$ cat config.mk
export PLATFORM = sky130hd
export DESIGN_NAME = mem_stage_unit
export DESIGN_NICKNAME = d
export VERILOG_FILES = /design/src/rtl/mem_stage_pkg.sv /design/src/rtl/mem_stage_unit_pipe_mem_to_wb.sv /design/src/rtl/mem_stage_unit.sv
export SDC_FILE = /design/constraint.sdc
export NUM_CORES = 1
export LEC_CHECK = 0
export CAP_MARGIN = 20
export CORE_UTILIZATION = 40
export CTS_BUF_LIST = sky130_fd_sc_hd__clkbuf_16
export DETAILED_ROUTE_END_ITERATION = 12
export PLACE_DENSITY = 0.76
export SETUP_SLACK_MARGIN = 0.1
export SLEW_MARGIN = 0
export SYNTH_ARGS = -nofsm -noshare
export SYNTH_HDL_FRONTEND = slang
export SYNTH_SLANG_ARGS = --single-unit
$ cat constraint.sdc
create_clock -name clk -period 5.4 [get_ports clk]
set_input_delay 1.62 -clock clk [delete_from_list [all_inputs] [get_ports clk]]
set_output_delay 1.62 -clock clk [all_outputs]
set_load 0.005 [all_outputs]
$ cat src/rtl/mem_stage_pkg.sv
//------------------------------------------------------------------------------
// Module   : mem_stage_pkg
// Brief    : Shared types and constants for the memory-stage controller.
// Revision : 1.0 - initial release
//------------------------------------------------------------------------------
`default_nettype none

package mem_stage_pkg;

    typedef enum logic {
        IDLE   = 1'b0,
        ACCESS = 1'b1
    } state_t;

    localparam logic [1:0] ALIGN_MASK = 2'b11;

    // W-stage bundle field widths
    localparam int WA_W      = 4;
    localparam int WB_CTRL_W = 3;

endpackage

`default_nettype wire

$ cat src/rtl/mem_stage_unit_pipe_mem_to_wb.sv
//------------------------------------------------------------------------------
// Module   : pipe_mem_to_wb
// Brief    : MEM/WB pipeline register; loads the presented value every cycle,
//            or an all-zero bubble when requested.
// Revision : 1.0 - initial release
//------------------------------------------------------------------------------
`default_nettype none

module pipe_mem_to_wb
    import mem_stage_pkg::*;
#(
    parameter int bits = 32
) (
    input  logic              clk,
    input  logic              rst,
    input  logic              bubble,
    input  logic              regwrite_d,
    input  logic              memtoreg_d,
    input  logic              memerr_d,
    input  logic [WA_W-1:0]   wa3_d,
    input  logic [bits-1:0]   readdata_d,
    input  logic [bits-1:0]   aluout_d,
    output logic              RegWriteW,
    output logic              MemtoRegW,
    output logic              MemErrW,
    output logic [WA_W-1:0]   WA3W,
    output logic [bits-1:0]   ReadDataW,
    output logic [bits-1:0]   ALUOutW
);

    always_ff @(posedge clk or posedge rst) begin
        if (rst) begin
            RegWriteW <= 1'b0;
            MemtoRegW <= 1'b0;
            MemErrW   <= 1'b0;
            WA3W      <= '0;
            ReadDataW <= '0;
            ALUOutW   <= '0;
        end else if (bubble) begin
            RegWriteW <= 1'b0;
            MemtoRegW <= 1'b0;
            MemErrW   <= 1'b0;
            WA3W      <= '0;
            ReadDataW <= '0;
            ALUOutW   <= '0;
        end else begin
            RegWriteW <= regwrite_d;
            MemtoRegW <= memtoreg_d;
            MemErrW   <= memerr_d;
            WA3W      <= wa3_d;
            ReadDataW <= readdata_d;
            ALUOutW   <= aluout_d;
        end
    end

endmodule

`default_nettype wire

$ cat src/rtl/mem_stage_unit.sv
//------------------------------------------------------------------------------
// Module   : mem_stage_unit
// Brief    : Memory-stage controller: req/ack data-memory FSM with timeout,
//            upstream stall generation and the MEM/WB register.
// Revision : 1.0 - initial release
//------------------------------------------------------------------------------
`default_nettype none

module mem_stage_unit
    import mem_stage_pkg::*;
#(
    parameter int bits    = 32,
    parameter int AW      = 16,
    parameter int TIMEOUT = 15
) (
    input  logic              clk,
    input  logic              rst,
    input  logic              MemReadM,
    input  logic              MemWriteM,
    input  logic              RegWriteM,
    input  logic              MemtoRegM,
    input  logic [WA_W-1:0]   WA3M,
    input  logic [bits-1:0]   ALUResultM,
    input  logic [bits-1:0]   WriteDataM,
    output logic              mem_req,
    output logic              mem_we,
    output logic [AW-1:0]     mem_addr,
    output logic [bits-1:0]   mem_wdata,
    input  logic [bits-1:0]   mem_rdata,
    input  logic              mem_ack,
    output logic              StallM,
    output logic              RegWriteW,
    output logic              MemtoRegW,
    output logic [WA_W-1:0]   WA3W,
    output logic [bits-1:0]   ReadDataW,
    output logic [bits-1:0]   ALUOutW,
    output logic              MemErrW
);

    localparam int            CW     = (TIMEOUT > 2) ? $clog2(TIMEOUT) : 1;
    localparam logic [CW-1:0] c_last = CW'(TIMEOUT - 1);

    state_t          r_state;
    state_t          w_state_nxt;
    logic [CW-1:0]   r_count;
    logic [CW-1:0]   w_count_nxt;

    logic            w_memop;
    logic            w_misalign;
    logic            w_timeout_hit;
    logic            w_issue;
    logic            w_retire;
    logic            w_bubble;
    logic            w_regwrite;
    logic            w_memerr;
    logic [bits-1:0] w_readdata;

    assign w_memop       = MemReadM | MemWriteM;
    assign w_misalign    = w_memop & (|(ALUResultM[1:0] & ALIGN_MASK));
    // An ack arriving in the last counted cycle wins over the timeout
    assign w_timeout_hit = (r_state == ACCESS) & (r_count == c_last) & ~mem_ack;

    always_comb begin
        w_state_nxt = r_state;
        w_count_nxt = r_count;
        StallM      = 1'b0;
        w_issue     = 1'b0;
        w_retire    = 1'b0;
        w_bubble    = 1'b1;
        w_regwrite  = RegWriteM;
        w_memerr    = 1'b0;
        w_readdata  = '0;

        case (r_state)
            IDLE: begin
                if (!w_memop) begin
                    w_bubble = 1'b0;
                end else if (w_misalign) begin
                    w_bubble   = 1'b0;
                    w_regwrite = 1'b0;
                    w_memerr   = 1'b1;
                end else begin
                    StallM      = 1'b1;
                    w_issue     = 1'b1;
                    w_count_nxt = '0;
                    w_state_nxt = ACCESS;
                end
            end
            ACCESS: begin
                if (mem_ack) begin
                    w_bubble    = 1'b0;
                    w_retire    = 1'b1;
                    w_readdata  = mem_we ? '0 : mem_rdata;
                    w_state_nxt = IDLE;
                end else if (w_timeout_hit) begin
                    w_bubble    = 1'b0;
                    w_retire    = 1'b1;
                    w_regwrite  = 1'b0;
                    w_memerr    = 1'b1;
                    w_state_nxt = IDLE;
                end else begin
                    StallM      = 1'b1;
                    w_count_nxt = r_count + CW'(1);
                end
            end
            default: begin
                w_state_nxt = IDLE;
            end
        endcase
    end

    always_ff @(posedge clk or posedge rst) begin
        if (rst) begin
            r_state <= IDLE;
            r_count <= '0;
        end else begin
            r_state <= w_state_nxt;
            r_count <= w_count_nxt;
        end
    end

    // Request registers stay frozen for the whole access
    always_ff @(posedge clk or posedge rst) begin
        if (rst) begin
            mem_req   <= 1'b0;
            mem_we    <= 1'b0;
            mem_addr  <= '0;
            mem_wdata <= '0;
        end else if (w_issue) begin
            mem_req   <= 1'b1;
            mem_we    <= MemWriteM;
            mem_addr  <= ALUResultM[AW+1:2];
            mem_wdata <= WriteDataM;
        end else if (w_retire) begin
            mem_req   <= 1'b0;
        end
    end

    pipe_mem_to_wb #(
        .bits (bits)
    ) u_pipe_mem_to_wb (
        .clk        (clk),
        .rst        (rst),
        .bubble     (w_bubble),
        .regwrite_d (w_regwrite),
        .memtoreg_d (MemtoRegM),
        .memerr_d   (w_memerr),
        .wa3_d      (WA3M),
        .readdata_d (w_readdata),
        .aluout_d   (ALUResultM),
        .RegWriteW  (RegWriteW),
        .MemtoRegW  (MemtoRegW),
        .MemErrW    (MemErrW),
        .WA3W       (WA3W),
        .ReadDataW  (ReadDataW),
        .ALUOutW    (ALUOutW)
    );

endmodule

`default_nettype wire

==> results by group <==
Outcome
  • Status: finished clean

Cells and area
  • FILL cells: 821
  • Final net count: 635
  • Antenna cell count: 0
  • Area Overhead vs Synth: 63.99%
  • Share of layout cells above drive strength 1: 0.1580
  • Flip-flop and latch area: 3153 µm²
  • Core Util, Final: 0.6706
  • Most common cell after layout, fill and taps aside: clkdlybuf4s50_1
  • Most frequent cells in the layout: clkdlybuf4s50_1 (228), dfrtp_1 (126), and2_1 (69)
  • Area taken by multi-input logic gates: 1361 µm²

Floorplanning
  • Die ar.: 12110 µm²
  • DIE WIDTH: 110.0 µm
  • Effective utilization at floorplan: 0.4089
  • Core area: 11420 µm²
  • Ports: 229
  • Row count: 39
  • Die H: 110.0 µm

Global routing
  • GRT Util Overall: 0.1889
  • Grt ovf: 0
  • Number of global-route vias before repair: 3356
  • Largest net degree at the start of global routing: 68
  • Antenna violations before repair: 0
  • First-pass GRT wire length: 16420 µm

Route
  • WL per Instance: 16.38 µm
  • DRC viols: 0
  • Via Count: 3156
  • ANT nets after route: 0
  • Vias/cell: 4.634
  • Starting DRT DRC Count: 106
  • DRT Wirelength: 11150 µm
  • Pre-antenna DRT Iters: 4

STA
  • Slew headroom: 0.3112
  • Hold slack: 0.5072 ns
  • Setup-failing EPs final: 0
  • Tmin final: 4.893 ns
  • Final period util: 0.9061
  • Hold Fails Final Rpt: 0
  • Worst-Margin Slew: 1.033 ns
  • TNS Setup: 0 ns
  • Clock Skews: 0.006917 ns
  • FMAX: 0.2044 GHz
  • RSZ-0062 raised after global routing: false
  • Fin. max-slew vios: 0

Clock tree
  • Total setup buffers inserted after CTS: 0
  • Clock Path Buffers: 2
  • Clk Latency, worst-skew pair: 0.41 ns
  • Cts repair resizes: 0
  • CTS Root Cell: clkbuf_16
  • CTS buffer count: 17
  • Post-CTS Hold Buffers: 0
  • Clk pin slew, worst setup/hold paths: 0.05 ns
  • TritonCTS sink count: 126
  • TritonCTS clock tree: built
  • H-tree depth: 4

Setup path
  • CP required: 3.78 ns
  • Worst path most repeated cell: clkdlybuf4s50_1
  • Setup CP Type: input port to primary output
  • Worst-path fanout max: 4
  • CP arrival: 3.27 ns
  • CP startpoint kind: input port
  • CP cell instances: clkdlybuf4s50_1 > or3_4 > a2bb2oi_2 > inv_1 > clkdlybuf4s50_1
  • Delay of the slowest cell on the worst path: 0.51 ns
  • Critical-path top delay cell: clkdlybuf4s50_1
  • Crit. End Element: primary output

Logic synthesis
  • Yosys reg bits: 126
  • Number of synthesized flops with an enable pin: 0
  • Synth async-reset ratio: 1.000
  • Top FF cell, synth: dfrtp_1
  • Yosys cell types: 24
  • Syn avg cell area: 16.16 µm²
  • Register area share after synthesis: 0.6752
  • Post-Syn Area: 4669 µm²
  • Synth Instances: 289
  • Synth Warn #: 0
  • Post-synthesis net count: 398

Placed design
  • GPL Wtd Cong: 0.8567
  • DP HPWL: 7768 µm
  • Port bufs: 228

Hold path
  • Class of the worst hold path: register to register

Pwr
  • Leakage power: 3.504 nW
  • Total Power: 2.944 mW
  • Peak supply drop: 0.0003399 V
  • Pwr Density: 384.4 nW/µm²

Job
  • Max_cap viols: 0
==> registers in the layout, indices dropped and copies added, names as in the netlist <==
name,flops
mem_addr,16
mem_req,1
mem_wdata,32
mem_we,1
r_count,4
r_state,1
u_pipe_mem_to_wb.ALUOutW,32
u_pipe_mem_to_wb.MemErrW,1
u_pipe_mem_to_wb.MemtoRegW,1
u_pipe_mem_to_wb.ReadDataW,32
u_pipe_mem_to_wb.RegWriteW,1
u_pipe_mem_to_wb.WA3W,4
==> area by class of cell <==
| class | count | area share |
|---|---|---|
| clock buffers | 17 | 0.05556 |
| inverters | 5 | 0.002778 |
| flip-flops and latches | 126 | 0.4118 |
| repair buffers | 231 | 0.3026 |
| well taps | 143 | 0.02337 |
| multi-input cells | 145 | 0.1778 |
| clock inverters | 14 | 0.02614 |
==> worst max-delay path, delay by kind of cell <==
kind,cells,cell delay [ns]
buf+inv,3,1.08
simple gates,1,0.42
compound gates,1,0.14
==> cells in the mapped netlist (all sizes together) (2+ instances only) <==
cell / n / area [µm²]
nand3: 4 / 20.02
buf: 7 / 122.6
and2: 69 / 431.7
ha: 2 / 25.02
nand2: 3 / 11.26
mux2: 49 / 735.7
nor2: 2 / 7.510
dfrtp: 126 / 3153
clkbuf: 6 / 22.52
o21ai: 3 / 15.01
inv: 5 / 18.77
mux2i: 2 / 20.02
==> final timing paths <==
path / startpoint / end / slack [ns] / cells after the start
setup / recovery: ALUResultM[0] / StallM / 0.51 / 5
hold / removal: mem_wdata[3]$_DFFE_PP0P_ / mem_wdata[3]$_DFFE_PP0P_ / 0.51 / 1
setup reg to reg: r_state$_DFF_PP0_ / mem_wdata[30]$_DFFE_PP0P_ / 3.39 / 3
hold reg to reg: mem_wdata[3]$_DFFE_PP0P_ / mem_wdata[3]$_DFFE_PP0P_ / 0.51 / 1
max in group asynchronous: rst / u_pipe_mem_to_wb.ALUOutW[0]$_DFF_PP0_ / 2.83 / 3
min in group asynchronous: rst / u_pipe_mem_to_wb.ALUOutW[31]$_DFF_PP0_ / 1.73 / 2
==> power breakdown <==
| part | leakage (nW) | switching [mW] | internal (mW) |
|---|---|---|---|
| clock network | 0.305 | 0.392 | 0.808 |
| registers | 1.58 | 0.0704 | 1.08 |
| logic | 1.62 | 0.172 | 0.424 |
| total | 3.50 | 0.635 | 2.31 |
==> metrics by stage <==
step | area, µm² | instances | worst slack [ns]
after global placement | 7032 | 650 | 0.5880
after CTS | 7657 | 681 | 0.5136
after floorplan | 4669 | 289 | 0.4241
after global routing | 7657 | 681 | 0.4727
final | 7657 | 681 | 0.5068
after detailed placement | 7032 | 650 | 0.5415
==> layer usage <==
layer | vias up | global-route usage | share of wire
met5 | - | 0 | 0
met4 | 0 | 0.07619 | 0.015
met2 | 162 | 0.3188 | 0.51
met1 | 1560 | 0.1952 | 0.36
li1 | 1420 | - | -
met3 | 14 | 0.1029 | 0.11
==> kinds of logic after synthesis <==
logic type	share of synthesized area
DFF	0.6752
and+or+nand+nor	0.1056
muxes	0.1618
buffers and inverters	0.03510
AOI/OAI and AO/OA	0.01688
adders and majority gates	0.005358
(Power assumes the default switching activity.)
